[src/rtl/osd_spi_master.sv]
// osd_spi_master
// SPI initiator for the OSD serial port (SPI_SCK / SPI_SS3 / SPI_DI).
// One command is accepted at a time. It becomes a command byte, and a
// write-line command is followed by LINE_BYTES bytes fetched from a
// synchronous buffer. Bytes go out MSB-first. The receiver samples on
// the rising edge of SCK. Every output comes straight from a register.
module osd_spi_master #(
   parameter int CLK_DIV    = 2,
   parameter int LINE_BYTES = 256,
   parameter int SS_GAP     = 4
) (
   input  logic       clk_sys,
   input  logic       reset_n,
   input  logic       cmd_valid,
   output logic       cmd_ready,
   input  logic [1:0] cmd_type,
   input  logic [2:0] cmd_line,
   output logic [7:0] rd_addr,
   output logic       rd_en,
   input  logic [7:0] rd_data,
   output logic       busy,
   output logic       done,
   output logic       SPI_SCK,
   output logic       SPI_SS3,
   output logic       SPI_DI
);

   typedef enum logic [1:0] {
      S_IDLE  = 2'd0,
      S_SHIFT = 2'd1,
      S_TAIL  = 2'd2,
      S_GAP   = 2'd3
   } state_t;

   localparam int          GW         = (SS_GAP > 2) ? $clog2(SS_GAP) : 1;
   localparam logic [7:0]  PH_LAST    = 8'(CLK_DIV - 1);
   localparam logic [GW-1:0] GAP_LAST = GW'(SS_GAP - 1);
   localparam logic [8:0]  WL_BYTES   = 9'(LINE_BYTES + 1);
   localparam logic [8:0]  DATA_BYTES = 9'(LINE_BYTES);

   state_t          state_q, state_d;
   logic [7:0]      sh_q, sh_d;          // byte being shifted, MSB next
   logic [7:0]      nxt_q, nxt_d;        // prefetched next data byte
   logic [2:0]      bit_q, bit_d;
   logic [8:0]      byte_q, byte_d;
   logic [8:0]      nbytes_q, nbytes_d;
   logic            wl_q, wl_d;          // current command is a write line
   logic [7:0]      ph_q, ph_d;          // cycles spent in the current SCK phase
   logic            hi_q, hi_d;          // 1 while in the SCK high phase
   logic [GW-1:0]   gap_q, gap_d;
   logic            cap_q, cap_d;        // rd_data holds the requested byte this cycle
   logic            sck_q, sck_d;
   logic            ss_q, ss_d;
   logic            di_q, di_d;
   logic            rdy_q, rdy_d;
   logic            busy_q, busy_d;
   logic            done_q, done_d;
   logic            rden_q, rden_d;
   logic [7:0]      raddr_q, raddr_d;

   logic [7:0]      cmd_byte_s;
   logic [8:0]      byte_inc_s;

   // Map the command type onto the byte that is sent first
   always_comb begin
      cmd_byte_s = 8'h00;
      case (cmd_type)
         2'b00:   cmd_byte_s = 8'h40;
         2'b01:   cmd_byte_s = 8'h41;
         2'b10:   cmd_byte_s = {5'b00100, cmd_line};
         default: cmd_byte_s = 8'h00;
      endcase
   end

   assign byte_inc_s = byte_q + 9'd1;

   // State register and registered outputs; reset forces the SPI port idle at once
   always_ff @(posedge clk_sys or negedge reset_n) begin
      if (!reset_n) begin
         state_q  <= S_IDLE;
         sh_q     <= 8'h00;
         nxt_q    <= 8'h00;
         bit_q    <= 3'd7;
         byte_q   <= 9'd0;
         nbytes_q <= 9'd0;
         wl_q     <= 1'b0;
         ph_q     <= 8'd0;
         hi_q     <= 1'b0;
         gap_q    <= '0;
         cap_q    <= 1'b0;
         sck_q    <= 1'b0;
         ss_q     <= 1'b1;
         di_q     <= 1'b0;
         rdy_q    <= 1'b1;
         busy_q   <= 1'b0;
         done_q   <= 1'b0;
         rden_q   <= 1'b0;
         raddr_q  <= 8'd0;
      end else begin
         state_q  <= state_d;
         sh_q     <= sh_d;
         nxt_q    <= nxt_d;
         bit_q    <= bit_d;
         byte_q   <= byte_d;
         nbytes_q <= nbytes_d;
         wl_q     <= wl_d;
         ph_q     <= ph_d;
         hi_q     <= hi_d;
         gap_q    <= gap_d;
         cap_q    <= cap_d;
         sck_q    <= sck_d;
         ss_q     <= ss_d;
         di_q     <= di_d;
         rdy_q    <= rdy_d;
         busy_q   <= busy_d;
         done_q   <= done_d;
         rden_q   <= rden_d;
         raddr_q  <= raddr_d;
      end
   end

   // Next-state logic: command accept, bit/byte sequencing, prefetch, tail and gap
   always_comb begin
      state_d  = state_q;
      sh_d     = sh_q;
      bit_d    = bit_q;
      byte_d   = byte_q;
      nbytes_d = nbytes_q;
      wl_d     = wl_q;
      ph_d     = ph_q;
      hi_d     = hi_q;
      gap_d    = gap_q;
      sck_d    = sck_q;
      ss_d     = ss_q;
      di_d     = di_q;
      rdy_d    = rdy_q;
      busy_d   = busy_q;
      raddr_d  = raddr_q;
      done_d   = 1'b0;
      rden_d   = 1'b0;
      cap_d    = rden_q;
      if (cap_q) begin
         nxt_d = rd_data;
      end else begin
         nxt_d = nxt_q;
      end

      case (state_q)
         S_IDLE: begin
            if (cmd_valid) begin
               rdy_d  = 1'b0;
               busy_d = 1'b1;
               ph_d   = 8'd0;
               hi_d   = 1'b0;
               bit_d  = 3'd7;
               byte_d = 9'd0;
               gap_d  = '0;
               wl_d   = (cmd_type == 2'b10);
               if (cmd_type == 2'b11) begin
                  // reserved: no transfer, SS3 stays high, just run the gap
                  state_d = S_GAP;
               end else begin
                  state_d  = S_SHIFT;
                  ss_d     = 1'b0;
                  sck_d    = 1'b0;
                  sh_d     = cmd_byte_s;
                  di_d     = cmd_byte_s[7];
                  nbytes_d = (cmd_type == 2'b10) ? WL_BYTES : 9'd1;
                  if (cmd_type == 2'b10) begin
                     // byte 1 is data byte 0: fetch it during the command byte
                     rden_d  = 1'b1;
                     raddr_d = 8'd0;
                  end else begin
                     rden_d  = 1'b0;
                  end
               end
            end else begin
               state_d = S_IDLE;
            end
         end

         S_SHIFT: begin
            if (ph_q == PH_LAST) begin
               ph_d = 8'd0;
               if (!hi_q) begin
                  hi_d  = 1'b1;
                  sck_d = 1'b1;
               end else begin
                  hi_d  = 1'b0;
                  sck_d = 1'b0;
                  if (bit_q == 3'd0) begin
                     byte_d = byte_inc_s;
                     bit_d  = 3'd7;
                     if (byte_inc_s == nbytes_q) begin
                        state_d = S_TAIL;
                     end else begin
                        sh_d = nxt_q;
                        di_d = nxt_q[7];
                        if (wl_q && (byte_inc_s < DATA_BYTES)) begin
                           rden_d  = 1'b1;
                           raddr_d = byte_inc_s[7:0];
                        end else begin
                           rden_d  = 1'b0;
                        end
                     end
                  end else begin
                     bit_d = bit_q - 3'd1;
                     sh_d  = {sh_q[6:0], 1'b0};
                     di_d  = sh_q[6];
                  end
               end
            end else begin
               ph_d = ph_q + 8'd1;
            end
         end

         S_TAIL: begin
            if (ph_q == PH_LAST) begin
               state_d = S_GAP;
               ss_d    = 1'b1;
               gap_d   = '0;
            end else begin
               ph_d = ph_q + 8'd1;
            end
         end

         S_GAP: begin
            if (gap_q == GAP_LAST) begin
               state_d = S_IDLE;
               done_d  = 1'b1;
               rdy_d   = 1'b1;
               busy_d  = 1'b0;
            end else begin
               gap_d = gap_q + GW'(1);
            end
         end

         default: begin
            state_d = S_IDLE;
            ss_d    = 1'b1;
            sck_d   = 1'b0;
            rdy_d   = 1'b1;
            busy_d  = 1'b0;
         end
      endcase
   end

   assign cmd_ready = rdy_q;
   assign busy      = busy_q;
   assign done      = done_q;
   assign rd_en     = rden_q;
   assign rd_addr   = raddr_q;
   assign SPI_SCK   = sck_q;
   assign SPI_SS3   = ss_q;
   assign SPI_DI    = di_q;

endmodule

[config.mk]
export PLATFORM = sky130hd
export DESIGN_NAME = osd_spi_master
export DESIGN_NICKNAME = d
export VERILOG_FILES = /design/src/rtl/osd_spi_master.sv
export SDC_FILE = /design/constraint.sdc
export NUM_CORES = 1
export LEC_CHECK = 0
export ABC_AREA = 1
export CORE_AREA = 2 2 93 95
export CTS_BUF_LIST = sky130_fd_sc_hd__clkbuf_4
export CTS_CLUSTER_SIZE = 8
export DETAILED_ROUTE_END_ITERATION = 10
export DIE_AREA = 0 0 95 97
export GPL_ROUTABILITY_DRIVEN = 0
export PLACE_DENSITY = 0.57
export SLEW_MARGIN = 25
export SYNTH_ARGS = -nofsm -noshare
export SYNTH_HDL_FRONTEND = slang
export SYNTH_SLANG_ARGS = --single-unit
[constraint.sdc]
create_clock -name clk_sys -period 1.95 [get_ports clk_sys]
set_clock_uncertainty 0.1 [all_clocks]
set_input_delay 0.39 -clock clk_sys [delete_from_list [all_inputs] [get_ports clk_sys]]
set_output_delay 0.39 -clock clk_sys [all_outputs]
set_load 0.05 [all_outputs]
# Yosys cells after proc, flatten, opt, wreduce, memory -nomap -nowiden
# Cells that the tools add are included.
# W data, S select, Z words.
# classes
n_addsub	4
eq_ne	23
order_cmp	1
n_bitwise	1
n_mux	77
reduce_logical	22
# ops
op	count
$mux W8	11
$mux W9	5
$mux W7	6
$ne A2 B2 Y1 const B	13
$mux W1	25
$pmux W8 S3	1
$mux W2	11
$pmux W7 S3	1
$pmux W9 S2	1
$pmux W8 S2	1
$reduce_and A4 Y1	4
$pmux W1 S2	7
$pmux W7 S2	1
$mux W3	4
$reduce_and A3 Y1	4
$reduce_and A6 Y1	2
$eq A2 B2 Y1 const B	5
$add A9 B1 Y9 const B	1
$eq A9 B9 Y1	1
$lt A9 B9 Y1 const B	1
$reduce_and A9 Y1	1
$add A8 B1 Y8 const B	1
$eq A8 B1 Y1 const B	1
$pmux W2 S4	1
other kinds (14)	19
# totals
regBits	66
inputBits	16
elab_cells	147
out_inout_bits	15

# Longest topological paths before layout
# logic_depth
word_depth	9
ltp_mapped	13

# Worst setup path before layout
# OpenSTA, ideal clock, no wires.
# synth_path
kind	reg2reg
start	reg state_q[1]
end	reg raddr_q[0] (netlist: rd_addr[0])
t_arrival_ns	1.713
n_path_buf	1
path_stages_with_launch	12
setup_time_ns	0.119
period_less_slack_ns	1.933
slack_ns	0.017
required_time_ns	1.731
path_cell_list	dfrtp_1 -> inv_1 -> ha_1 -> buf_4 -> inv_2 -> nor2_1 -> nor2_2 -> nand3_2 -> nor2_4 -> nand3_4 -> nand2_1 -> nand2_1
# synth_between
elab_chain_len	3
word_cells_on_any_way	13
# synth_rtl
element	line	rtl
from (decl)	41	state_t state_q, state_d;
from (signal assigned)	100	state_q <= state_d;
$eq A2 B1 Y1 / $logic_not A2 Y1 (equally long branches)	148	case (state_q)
$ne A2 B2 Y1 (no source line) / $reduce_bool A2 Y1 (equally long branches)	n/a	
$reduce_and A9 Y1 (no source line)	n/a	
to (signal assigned)	118	raddr_q <= raddr_d;
to (decl)	59	logic [7:0] raddr_q, raddr_d;
# Parallel ways exist; a longest one is shown, timed or not.
# A chain may end at the register's enable or synchronous reset.

# Worst setup path in the final report
# layout_path
start	reg byte_q[0]
end	reg state_q[0]
# layout_between
elab_chain_len	4
# layout_rtl
element	line	rtl
from (decl)	45	logic [8:0] byte_q, byte_d;
from (signal assigned)	104	byte_q <= byte_d;
$add A9 B1 Y9	75	assign byte_inc_s = byte_q + 9'd1;
$eq A9 B9 Y1	194	if (byte_inc_s == nbytes_q) begin
$ne A2 B2 Y1 (no source line)	n/a	
$reduce_and A6 Y1 (no source line)	n/a	
# Every way passes these cells.

==> reports/metrics.csv <==
metric,value,unit
status,"complete, no violations",
synth_cell_types,43,
grt_max_degree,60,
drtAntennaViolNets,0,
numCtsBuffers,9,
drt_pre_antenna_iters,4,
hpwl,5136,µm
gr-total-overflow,0,
regToRegSetupSlack,0.04,ns
maxCapViolations,0,
ys_seq_elements,59,
arrival,2.12,ns
end_kind,flop,
core_area,8134,µm²
start_util,39.67,%
cp.buffers_inverters,1,
finalCritPeriodShare,98.18,%
grt_pass1_wl,12700,µm
via_per_inst,4.914,
yosys_warnings,0,
die-area,9215,µm²
grt.met3_usage,4.128,%
drt_wl_total,7536,µm
min-delay-start,rd_en$_DFF_PN0_,
io_pins,31,
finalHoldViolCount,0,
critPathLaunchType,flop,
synth_top_area_cell,dfrtp_1,
numClockSinks,59,
avgSynthCellArea,8.559,µm²
netlist_area,3227,µm²
timing.slew.headroom,73.34,%
critPathSlowestCell,dfrtp_1,
fillers,743,
synth-seq-area-share,45.95,%
area_delta_synth_final,34.01,%
vdd_drop_max,0.5611,mV
setup_viol_count_final,0,
ys_top_cells_by_area,"dfrtp_1 (42%), nand2_1 (9.9%), inv_1 (5.4%), nor2_1 (4.8%), ha_1 (4.3%)",
use_met2,27.22,%
clk_pin_slew_worst_paths,0.10,ns
portBuffers,30,
path_max_fanout,4,
drive_gt1_share,33.77,%
clock.fmax,522.3,MHz
required,2.15,ns
power_density,1474,nW/µm²
post_drt_wl_per_cell,13.43,µm
hold_class,flop to flop,
p_total,6376,µW
critical-path-top-delay-family,simple AND/OR/NAND/NOR gates,
r2r_end,state_q[0]$_DFFE_PN0P_,
nNetsFinal,478,
ctsRootBufferMaster,clkbuf_4,
reg2reg_depth,13,
crit_start,byte_q[0]$_DFFE_PN0P_,
cp.depth,13,
die_x,95,µm
grt_pass1_vias,2783,
synthCells,377,
leakage,0.002004,µW
hold-worst-slack,0.2901,ns
vias,2757,
clk_latency,0.42,ns
gr-usage-met1,22.41,%
cp_common_cell,nand2_1,
die_h,97,µm
grtUsageTotal,17.48,%
rsz0062_at_grt,true,
worst_pin_slew,0.3999,ns
setup.worst_path.end,state_q[0]$_DFFE_PN0P_,
drc,0,
grt-busiest-layer,met2,
yosysTopAreaCellShare,41.88,%
synth_nets,404,
clockBufferDepth,2,
rows,33,
drt-initial-drc-count,114,
critical-path-max-stage-delay,0.43,ns
timing.rr.start,byte_q[0]$_DFFE_PN0P_,
period_needed,1.914,ns
crit_type,flop to flop,
htreeDepth,3,
worstPathCellList,"ha_4, inv_1, nand2_1, nand2_2, nand2_1, nor2_2, nand3_1, nor2_4, nand3_2, nand2_1, nand2_2, nand2_1, o21ai_1",
antenna_cells,0,
grt_antenna_before_repair,0,
drv_slew,0,
cts_tree,done,
-- Yosys cell counts (all sizes together) --
master  number
a211oi       1
a21boi       1
a21oi       12
a221oi       3
a22oi        8
a31oi        2
and2         1
buf          4
clkbuf       2
dfrtp       54
dfstp        5
ha          11
inv         50
mux2         5
nand2       93
nand3       23
nand4       11
nor2        51
nor3         3
nor3b        1
nor4         1
o21ai       25
o21bai       1
o22ai        2
o31ai        2
or2          1
xnor2        1
xor2         3
-- sequential cells by signal, indices dropped and copies added, names as in the netlist, 2 cells and up --
register / flops
gap_q: 2
nbytes_q: 2
state_q: 2
byte_q: 9
ph_q: 8
bit_q: 3
nxt_q: 8
rd_addr: 8
sh_q: 7
-- worst min path at each step --
| stage | end | slack [ns] | cells past startpoint |
|---|---|---|---|
| 2_1_floorplan | SPI_DI$_DFFE_PN0P_ | -0.006 | 0 |
| 3_3_place_gp | cap_q$_DFF_PN0_ | 0.26 | 0 |
| 3_5_place_dp | cap_q$_DFF_PN0_ | 0.27 | 0 |
| 4_1_cts | cap_q$_DFF_PN0_ | 0.30 | 0 |
| 5_1_grt | cap_q$_DFF_PN0_ | 0.31 | 0 |
| 6_report | cap_q$_DFF_PN0_ | 0.29 | 0 |
-- metal layers --
layer,part of all wire (%),vias to the layer above
li1,-,1389
met1,44,1285
met2,49,65
met3,4.4,18
met4,2.8,0
met5,0,-
-- cell type report --
| cell class | count | area [µm²] | share of cell area (%) |
|---|---|---|---|
| sequential | 59 | 1484 | 34.32 |
| multi-input combinational | 264 | 1743 | 40.31 |
| clock buffer | 11 | 82.58 | 1.910 |
| clock inverter | 5 | 125.1 | 2.894 |
| timing repair buffer | 67 | 565.5 | 13.08 |
| tap | 105 | 131.4 | 3.038 |
| inverter | 50 | 192.7 | 4.456 |
-- metrics by stage --
| stage | utilization (%) | worst slack [ns] | instance area [µm²] | TNS [ns] | cells |
|---|---|---|---|---|---|
| global route | 53.16 | -0.09434 | 4324 | -0.9246 | 561 |
| CTS | 49.28 | 0.004519 | 4009 | 0 | 551 |
| finish | 53.16 | 0.03555 | 4324 | 0 | 561 |
| detailed placement | 46.52 | -0.05165 | 3784 | -0.4525 | 534 |
| floorplan | - | 0.01734 | 3227 | 0 | 377 |
| global placement | 46.52 | -0.02390 | 3784 | -0.1866 | 534 |
-- power breakdown --
group / leakage, µW / switching, µW / total, µW / internal, µW
registers: 0.000756 / 293 / 1930 / 1640
logic: 0.00114 / 1950 / 3160 / 1210
clock network: 0.000111 / 475 / 1280 / 806
total: 0.00200 / 2720 / 6380 / 3650
-- cell families (layout without fill, tap and decap cells) --
logic type	after synthesis	in the layout	synth area share (%)
xor+xnor	4	4	1.086
compound gates	57	57	11.40
fa+ha+maj	11	11	4.265
simple gates	185	187	28.03
buf+inv	56	133	7.522
mux	5	5	1.745
flops	59	59	45.95
-- layout by cell type (no fill, tap or decap), types with 9 or more instances in the layout --
| master | Yosys | routed |
|---|---|---|
| clkdlybuf4s50_1 | 0 | 14 |
| o21ai_0 | 14 | 13 |
| nor2_1 | 41 | 38 |
| buf_4 | 1 | 46 |
| nand4_1 | 9 | 9 |
| a21oi_1 | 12 | 12 |
| nand2_2 | 7 | 17 |
| o21ai_2 | 9 | 9 |
| nand3_1 | 18 | 13 |
| clkbuf_4 | 0 | 11 |
| dfrtp_1 | 54 | 53 |
| nand2_1 | 85 | 72 |
| inv_1 | 46 | 43 |
-- timing repair --
action	in CTS	in global routing
pin swaps	0	22
cloned	0	2
endpoints found under the hold margin	54	0
hold buffers	1	0
resized for setup	2	55
setup endpoints to repair	17	30
buffers inserted	0	8
Power figures use the tool's default switching activity.
